==> config.mk <==
export PLATFORM = sky130hd
export DESIGN_NAME = axis_eth_rx_mac_filter_flat
export DESIGN_NICKNAME = d
export VERILOG_FILES = /design/src/rtl/axis_eth_rx_mac_filter_if.sv /design/src/rtl/axis_eth_rx_mac_filter.sv /design/src/flat_wrapper.sv
export SDC_FILE = /design/constraint.sdc
export NUM_CORES = 1
export LEC_CHECK = 0
export ABC_AREA = 1
export BUFFER_PORTS_ARGS = -buffer_cell sky130_fd_sc_hd__buf_4
export CORE_MARGIN = 3
export CORE_UTILIZATION = 35
export DETAILED_ROUTE_END_ITERATION = 10
export PLACE_DENSITY_LB_ADDON = 0.1
export SLEW_MARGIN = 25
export SYNTH_ARGS = -nofsm -noshare
export SYNTH_HDL_FRONTEND = slang
export SYNTH_SLANG_ARGS = --single-unit
==> constraint.sdc <==
create_clock -name clk -period 7.7 [get_ports clk]
set_input_delay 0.385 -clock clk [delete_from_list [all_inputs] [get_ports clk]]
set_output_delay 0.385 -clock clk [all_outputs]
set_load 0.005 [all_outputs]
==> src/rtl/axis_eth_rx_mac_filter_if.sv <==
// AXI4-Stream bundle used on both sides of the RX MAC filter.
interface axis_eth_rx_mac_filter_if;
  logic        tvalid;
  logic        tready;
  logic [31:0] tdata;
  logic [3:0]  tkeep;
  logic        tlast;
  logic        tuser;

  modport master (output tvalid, tdata, tkeep, tlast, tuser, input tready);
  modport slave  (input tvalid, tdata, tkeep, tlast, tuser, output tready);
endinterface

==> src/rtl/axis_eth_rx_mac_filter.sv <==
// Destination-MAC filter: holds the first two words of a frame, decides
// accept/drop from the destination address, then replays or discards the frame.
module axis_eth_rx_mac_filter #(
  parameter int unsigned STATS_WIDTH = 32
) (
  input  logic                       clk,
  input  logic                       rst,
  input  logic [47:0]                our_mac,
  input  logic                       promisc,
  input  logic                       allow_mcast,
  input  logic                       count_clear,
  axis_eth_rx_mac_filter_if.slave    s,
  axis_eth_rx_mac_filter_if.master   m,
  output logic [STATS_WIDTH-1:0]     accept_count,
  output logic [STATS_WIDTH-1:0]     drop_count,
  output logic [STATS_WIDTH-1:0]     runt_count
);

  localparam logic [2:0] HDR0    = 3'd0;
  localparam logic [2:0] HDR1    = 3'd1;
  localparam logic [2:0] REPLAY0 = 3'd2;
  localparam logic [2:0] REPLAY1 = 3'd3;
  localparam logic [2:0] PASS    = 3'd4;
  localparam logic [2:0] DROP    = 3'd5;

  logic [2:0]             r_state;
  logic [31:0]            r_w0_data, r_w1_data;
  logic [3:0]             r_w0_keep, r_w1_keep;
  logic                   r_w0_user, r_w1_user, r_w1_last;
  logic [STATS_WIDTH-1:0] r_acc, r_drop, r_runt;

  logic        w_s_fire, w_m_fire, w_runt, w_accept;
  logic        w_inc_acc, w_inc_drop, w_inc_runt;
  logic [47:0] w_dst;

  assign w_s_fire = s.tvalid && s.tready;
  assign w_m_fire = m.tvalid && m.tready;

  // Word1 is still on the input bus at the decision cycle, so its bytes come live.
  assign w_dst = {r_w0_data[7:0], r_w0_data[15:8], r_w0_data[23:16], r_w0_data[31:24],
                  s.tdata[7:0], s.tdata[15:8]};
  assign w_runt   = s.tlast && (s.tkeep != 4'b1111);
  assign w_accept = promisc || (w_dst == our_mac) || (&w_dst) || (allow_mcast && w_dst[40]);

  assign w_inc_runt = w_s_fire && (((r_state == HDR0) && s.tlast) || ((r_state == HDR1) && w_runt));
  assign w_inc_acc  = w_s_fire && (r_state == HDR1) && !w_runt && w_accept;
  assign w_inc_drop = w_s_fire && (r_state == HDR1) && !w_runt && !w_accept;

  always_comb begin
    s.tready = 1'b0;
    m.tvalid = 1'b0;
    m.tdata  = r_w0_data;
    m.tkeep  = r_w0_keep;
    m.tlast  = 1'b0;
    m.tuser  = r_w0_user;
    if (!rst) begin
      case (r_state)
        HDR0, HDR1, DROP: s.tready = 1'b1;
        REPLAY0:          m.tvalid = 1'b1;
        REPLAY1: begin
          m.tvalid = 1'b1;
          m.tdata  = r_w1_data;
          m.tkeep  = r_w1_keep;
          m.tlast  = r_w1_last;
          m.tuser  = r_w1_user;
        end
        PASS: begin
          m.tvalid = s.tvalid;
          s.tready = m.tready;
          m.tdata  = s.tdata;
          m.tkeep  = s.tkeep;
          m.tlast  = s.tlast;
          m.tuser  = s.tuser;
        end
        default: ;
      endcase
    end
  end

  always_ff @(posedge clk) begin
    if (rst) begin
      r_state <= HDR0;
    end else begin
      case (r_state)
        HDR0:    if (w_s_fire && !s.tlast) r_state <= HDR1;
        HDR1: begin
          if (w_s_fire) begin
            if (w_runt)        r_state <= HDR0;
            else if (w_accept) r_state <= REPLAY0;
            else if (s.tlast)  r_state <= HDR0;
            else               r_state <= DROP;
          end
        end
        REPLAY0: if (w_m_fire) r_state <= REPLAY1;
        REPLAY1: if (w_m_fire) r_state <= r_w1_last ? HDR0 : PASS;
        PASS:    if (w_s_fire && s.tlast) r_state <= HDR0;
        DROP:    if (w_s_fire && s.tlast) r_state <= HDR0;
        default: r_state <= HDR0;
      endcase
    end
  end

  always_ff @(posedge clk) begin
    if (w_s_fire && (r_state == HDR0)) begin
      r_w0_data <= s.tdata;
      r_w0_keep <= s.tkeep;
      r_w0_user <= s.tuser;
    end
    if (w_s_fire && (r_state == HDR1)) begin
      r_w1_data <= s.tdata;
      r_w1_keep <= s.tkeep;
      r_w1_user <= s.tuser;
      r_w1_last <= s.tlast;
    end
  end

  function automatic logic [STATS_WIDTH-1:0] f_bump(input logic [STATS_WIDTH-1:0] c,
                                                   input logic inc);
    return (inc && !(&c)) ? c + STATS_WIDTH'(1) : c;
  endfunction

  always_ff @(posedge clk) begin
    if (rst || count_clear) begin
      r_acc  <= '0;
      r_drop <= '0;
      r_runt <= '0;
    end else begin
      r_acc  <= f_bump(r_acc, w_inc_acc);
      r_drop <= f_bump(r_drop, w_inc_drop);
      r_runt <= f_bump(r_runt, w_inc_runt);
    end
  end

  assign accept_count = r_acc;
  assign drop_count   = r_drop;
  assign runt_count   = r_runt;

endmodule

==> src/flat_wrapper.sv <==
// flat-port wrapper written by rule: the top's interface ports become plain ports
module axis_eth_rx_mac_filter_flat 
#(
  parameter int unsigned STATS_WIDTH = 32
)
  (clk, rst, our_mac, promisc, allow_mcast, count_clear, accept_count, drop_count, runt_count, s_tvalid, s_tdata, s_tkeep, s_tlast, s_tuser, s_tready, m_tvalid, m_tdata, m_tkeep, m_tlast, m_tuser, m_tready);
  axis_eth_rx_mac_filter_if s_i ();
  axis_eth_rx_mac_filter_if m_i ();
  input  logic clk;
  input  logic rst;
  input  logic [47:0] our_mac;
  input  logic promisc;
  input  logic allow_mcast;
  input  logic count_clear;
  output logic [STATS_WIDTH-1:0] accept_count;
  output logic [STATS_WIDTH-1:0] drop_count;
  output logic [STATS_WIDTH-1:0] runt_count;
  input wire logic [$bits(s_i.tvalid)-1:0] s_tvalid;
  input wire logic [$bits(s_i.tdata)-1:0] s_tdata;
  input wire logic [$bits(s_i.tkeep)-1:0] s_tkeep;
  input wire logic [$bits(s_i.tlast)-1:0] s_tlast;
  input wire logic [$bits(s_i.tuser)-1:0] s_tuser;
  output wire logic [$bits(s_i.tready)-1:0] s_tready;
  output wire logic [$bits(m_i.tvalid)-1:0] m_tvalid;
  output wire logic [$bits(m_i.tdata)-1:0] m_tdata;
  output wire logic [$bits(m_i.tkeep)-1:0] m_tkeep;
  output wire logic [$bits(m_i.tlast)-1:0] m_tlast;
  output wire logic [$bits(m_i.tuser)-1:0] m_tuser;
  input wire logic [$bits(m_i.tready)-1:0] m_tready;
  assign s_i.tvalid = s_tvalid;
  assign s_i.tdata = s_tdata;
  assign s_i.tkeep = s_tkeep;
  assign s_i.tlast = s_tlast;
  assign s_i.tuser = s_tuser;
  assign s_tready = s_i.tready;
  assign m_tvalid = m_i.tvalid;
  assign m_tdata = m_i.tdata;
  assign m_tkeep = m_i.tkeep;
  assign m_tlast = m_i.tlast;
  assign m_tuser = m_i.tuser;
  assign m_i.tready = m_tready;
  axis_eth_rx_mac_filter #(.STATS_WIDTH(STATS_WIDTH)) u_core (.clk(clk), .rst(rst), .our_mac(our_mac), .promisc(promisc), .allow_mcast(allow_mcast), .count_clear(count_clear), .s(s_i), .m(m_i), .accept_count(accept_count), .drop_count(drop_count), .runt_count(runt_count));
endmodule
---- Word-level counts from Yosys, hierarchy flattened ----
Index checks and enable logic that the tools add are counted.
W data, S select, Z words.
storage, ports and cells
  output and inout bits ................... 136
  bits in registers ....................... 174
  input port bits ......................... 93
cells by class
  reduce and logical (&&, ||, !) cells .... 37
  add/sub/neg operators ................... 3
  muxes and demuxes ....................... 22
  equal/unequal tests ..................... 12
operators by type and width
  kind                     count
  $add A32 B1 Y32 const B  3
  $reduce_and A32 Y1       3
  $pmux W32 S2             1
  $eq A48 B48 Y1           1
  $reduce_and A48 Y1       1
  $mux W32                 1
  $mux W3                  9
  $logic_and A1 B1 Y1      17
  $pmux W3 S5              1
  $ne A2 B1 Y1 const B     4
  $pmux W1 S2              4
  $pmux W4 S2              1
  $eq A3 B2 Y1 const B     2
  $eq A3 B3 Y1 const B     2
  $logic_not A1 Y1         6
  $logic_or A1 B1 Y1       5
  $reduce_and A5 Y1        1
  $mux W1                  4
  $mux W4                  1
  $ne A4 B4 Y1 const B     1
  $reduce_or A2 Y1         2
  $eq A3 B1 Y1 const B     1
  $logic_not A3 Y1         1
  $reduce_or A3 Y1         1
  $ne A2 B2 Y1 const B     1

---- Logic depth before layout (Yosys ltp) ----
  depth in word-level cells ............... 9
  mapped depth ............................ 14

---- Least setup slack after synthesis ----
Ideal clock, no wire load.
  path type ............................... input port to flip-flop
  start point ............................. input rst
  end point ............................... register u_core.r_w0_data[0], enable pin
  cell stages on the path ................. 6
  slack ................................... 3.751 ns
  arrival ................................. 3.471 ns
  library setup time ...................... 0.477 ns
  cell sequence ........................... buf_2 inv_2 nand3_1 inv_2 nand2_4 nor3_1
on the way
  word-level cells in the longest chain between the ends .. 3
RTL lines
  item                  RTL line                       text
  from (decl)           flat_wrapper.sv:10             input logic rst;
  $mux W1               axis_eth_rx_mac_filter.sv:56   if (!rst) begin
  named net s_tready    flat_wrapper.sv:23             output wire logic [$bits(s_i.tready)-1:0] s_tready;
  $logic_and A1 B1 Y1   axis_eth_rx_mac_filter.sv:36   assign w_s_fire = s.tvalid && s.tready;
  $logic_and A1 B1 Y1   axis_eth_rx_mac_filter.sv:104  if (w_s_fire && (r_state == HDR0)) begin
  to (signal assigned)  axis_eth_rx_mac_filter.sv:105  r_w0_data <= s.tdata;
  to (decl)             axis_eth_rx_mac_filter.sv:27   logic [31:0] r_w0_data, r_w1_data;
The timed path passes the listed nets, and every way through them passes these cells.
A chain may end at the register's enable or synchronous reset.

---- Final worst setup path ----
  start point ............................. register u_core.r_state[1]
  end point ............................... output m_tdata[18]
on the way
  word-level cells in the longest chain between the ends .. 3
  elaborated cells between the ends (all ways) .. 4
  classes of those cells .................. 2 x eq/ne; 2 x mux
RTL lines
  item                                                 RTL line                      text
  from (decl)                                          axis_eth_rx_mac_filter.sv:26  logic [2:0] r_state;
  from (signal assigned)                               axis_eth_rx_mac_filter.sv:95  REPLAY1: if (w_m_fire) r_state <= r_w1_last ? HDR0 : PASS;
  $eq A3 B3 Y1 / $eq A3 B2 Y1 (equally long branches)  axis_eth_rx_mac_filter.sv:57  case (r_state)
  $pmux W32 S2 *                                       axis_eth_rx_mac_filter.sv:57
  $mux W32 *                                           axis_eth_rx_mac_filter.sv:56
  to (decl)                                            flat_wrapper.sv:25            output wire logic [$bits(m_i.tdata)-1:0] m_tdata;
Every way passes the cells marked *; elsewhere a longest branch is shown, timed or not.

==> impl_metrics.tcl <==
set metrics [dict create \
    status "completed" \
    grt_max_degree 46 \
    finalSetupViolations 0 \
    cts_resized 0 \
    netlist_area_mm2 0.00993 \
    start_util_pct 35.6 \
    drc 0 \
    final_area_mm2 0.0126 \
    portBuffers 228 \
    cts_inserted_buffers 17 \
    cts_hold_buffers 0 \
    timing.critical_path.required_ns 7.32 \
    detailed_place_hpwl_um 22700 \
    cts_tree "yes" \
    rsz0062_at_grt "false" \
    cts_buffer_depth 2 \
    period_minus_slack_ns 3.23 \
    yosysMostFrequentCell "nand2_1" \
    yosysWarnings 0 \
    coreArea_mm2 0.0279 \
    nets 1610 \
    power_leakage_nw 4.74 \
    maxSlewViolCount 0 \
    finalCritPeriodShare_pct 41.9 \
    ff_latch_area_mm2 0.00423 \
    cts_setup_buffers 0 \
    max_slew.worst_pin.slew_ns 0.881 \
    gr-total-overflow 0 \
    multiInputGateArea_mm2 0.00502 \
    antenna_cells 0 \
    synthDistinctLibCells 42 \
    p_seq_share_pct 46.0 \
    cts_sinks 174 \
    gp_congestion 0.871 \
    yosysSeqAreaShare_pct 42.6 \
    fin_total_pwr_mw 2.21 \
    grt_pass1_vias 8894 \
    async_flop_share_pct 0 \
    wl_met2_um 14300 \
    dieArea_mm2 0.0304 \
    fin_util_pct 45.1 \
    antenna_found_initial 1 \
    avgSynthCellArea_um2 7.61 \
    synth_fp_nets 1400 \
    dr.pass1.iters 5 \
    hp-class "input port to register" \
    p_clk_share_pct 42.4 \
    vias_per_cell 4.94 \
    finalHoldViolCount 0 \
    grt_usage_pct 19.8 \
    critPathMaxFanout 23 \
    maxSlewHeadroom_pct 41.1 \
    die_w_um 174 \
    swShare_pct 24.8 \
    dr.max_layer_used "met5" \
    fmax_mhz 310 \
    place_area_mm2 0.0119 \
    p_sw_uw 550 \
    wirelength_um 30800 \
    vias 9408 \
    clk_pin_slew_ns 0.07 \
    ant_nets 0 \
    ys.flop_type "dfxtp_1" \
    ios 229 \
    end_kind "output port" \
    area_growth_pct 26.6 \
    ys_ff_latch 174 \
    p_per_area_mw_per_mm2 176 \
    combPwrFrac_pct 11.6 \
    fillers 2854 \
    synth_top_area_share_pct 22.7 \
    arrival_ns 2.85 \
    skew_ns 0.0163 \
    rows 61 \
    grt_pass1_wl_um 48700 \
    ys_top_cells_by_count "nand2_1 (397), nor2_1 (118), inv_1 (106), dfxtp_1 (99), a21oi_1 (91)" \
    die_h_um 174 \
    internal_power_mw 1.66 \
    met1_length_um 14400 \
    syn_inst 1304 \
    fin_tns_setup_ns 0 \
    cap_violations 0 \
    cp-start-kind "register" \
    drt_iter0_drc 612 \
    yosysTopAreaCell "edfxtp_1" \
    critPathKind "register to output port" \
    clock_latency_ns 0.42 \
    wl_met3_um 1740 \
    ctsHtreeMaxLevel 4 \
    synth_edf_count 75 \
    post_drt_wl_per_cell_um 16.1 \
    clock-root-buffer "clkbuf_16" \
    final_layout_size_suffix_gt1_share_pct 20.2 \
    vdd_ir_drop_max_mv 0.101 \
    fin_hold_ws_ns 0.155 \
    netlist_top_cells_area "edfxtp_1 (23%), dfxtp_1 (20%), nand2_1 (15%)" \
]
-- per-layer routing --
layer	global-route usage, %	vias to the layer above
met5	0	-
met4	4.76	2
met3	3.82	27
met2	31.7	251
met1	27.7	4387
li1	-	4741
-- worst paths after layout --
kind,from,end,slack [ns],cells past startpoint
max reg2reg,u_core.accept_count[0],u_core.accept_count[3],5.14,13
max,u_core.r_state[1],m_tdata[18],4.47,10
min,s_tdata[22],u_core.r_w1_data[22],0.16,1
min reg2reg,u_core.accept_count[31],u_core.accept_count[31],0.49,2
-- stage by stage --
stage / instances / setup slack (ns)
finish: 1905 / 4.47
global route: 1905 / 4.23
CTS: 1905 / 4.41
detailed placement: 1873 / 4.73
global placement: 1873 / 4.73
floorplan: 1304 / 3.75
-- area by class of cell --
cell class              count  area share [%]
multi-input cells         967            40.0
flip-flops and latches    174            33.7
well taps                 378            3.76
repair buffers            234            14.0
clock inverters            13            1.56
inverters                 120            3.58
clock buffers              19            3.44
-- worst max-delay path, cell delays in order, from the launching register on --
cell and delay [ns]:
dfxtp_1 0.35, inv_1 0.10, nor2_1 0.24, inv_2 0.08
nor2_2 0.10, inv_1 0.08, a21oi_4 0.46, inv_2 0.35
a221oi_1 0.40, a21oi_1 0.10, buf_4 0.16
-- power groups by stage --
stage	Combinational (mW)	Sequential, mW	Clock (mW)
finish	0.258	1.02	0.939
global route	0.286	1.02	1.01
CTS	0.261	1.02	0.965
detailed placement	0.261	1.04	0
global placement	0.261	1.04	0
floorplan	0.136	1.04	0
-- logic make-up (layout without fill, tap and decap cells) --
group	Yosys count	after routing	synth area share, %
simple gates	677	677	29.6
fa+ha+maj	3	3	0.378
xor+xnor	104	104	9.17
compound gates	183	183	11.2
flops	174	174	42.6
buf+inv	163	386	7.01
-- layout by cell type, fill, tap and decap left out, drive strengths merged --
cell type	n
buf	234
dfxtp	99
edfxtp	75
bufinv	4
nand3b	3
nand3	37
a32o	1
nor3	53
or2	1
o21a	4
nand2	401
nor3b	6
nor4	23
ha	3
clkbuf	19
nand4	25
clkinv	1
a31oi	3
nor2	128
o21bai	1
o21ai	38
clkinvlp	2
a22o	41
a21oi	92
xor2	47
inv	126
xnor2	57
a221oi	3
-- registers in the layout, summed over array words and instances (netlist names), 3 cells and up --
signal and count:
u_core.runt_count 32, u_core.drop_count 32, u_core.accept_count 32, u_core.r_w0_keep 4, u_core.r_state 3, u_core.r_w1_data 32
u_core.r_w0_data 32, u_core.r_w1_keep 4
No activity file was read; power rests on OpenSTA's default activity.
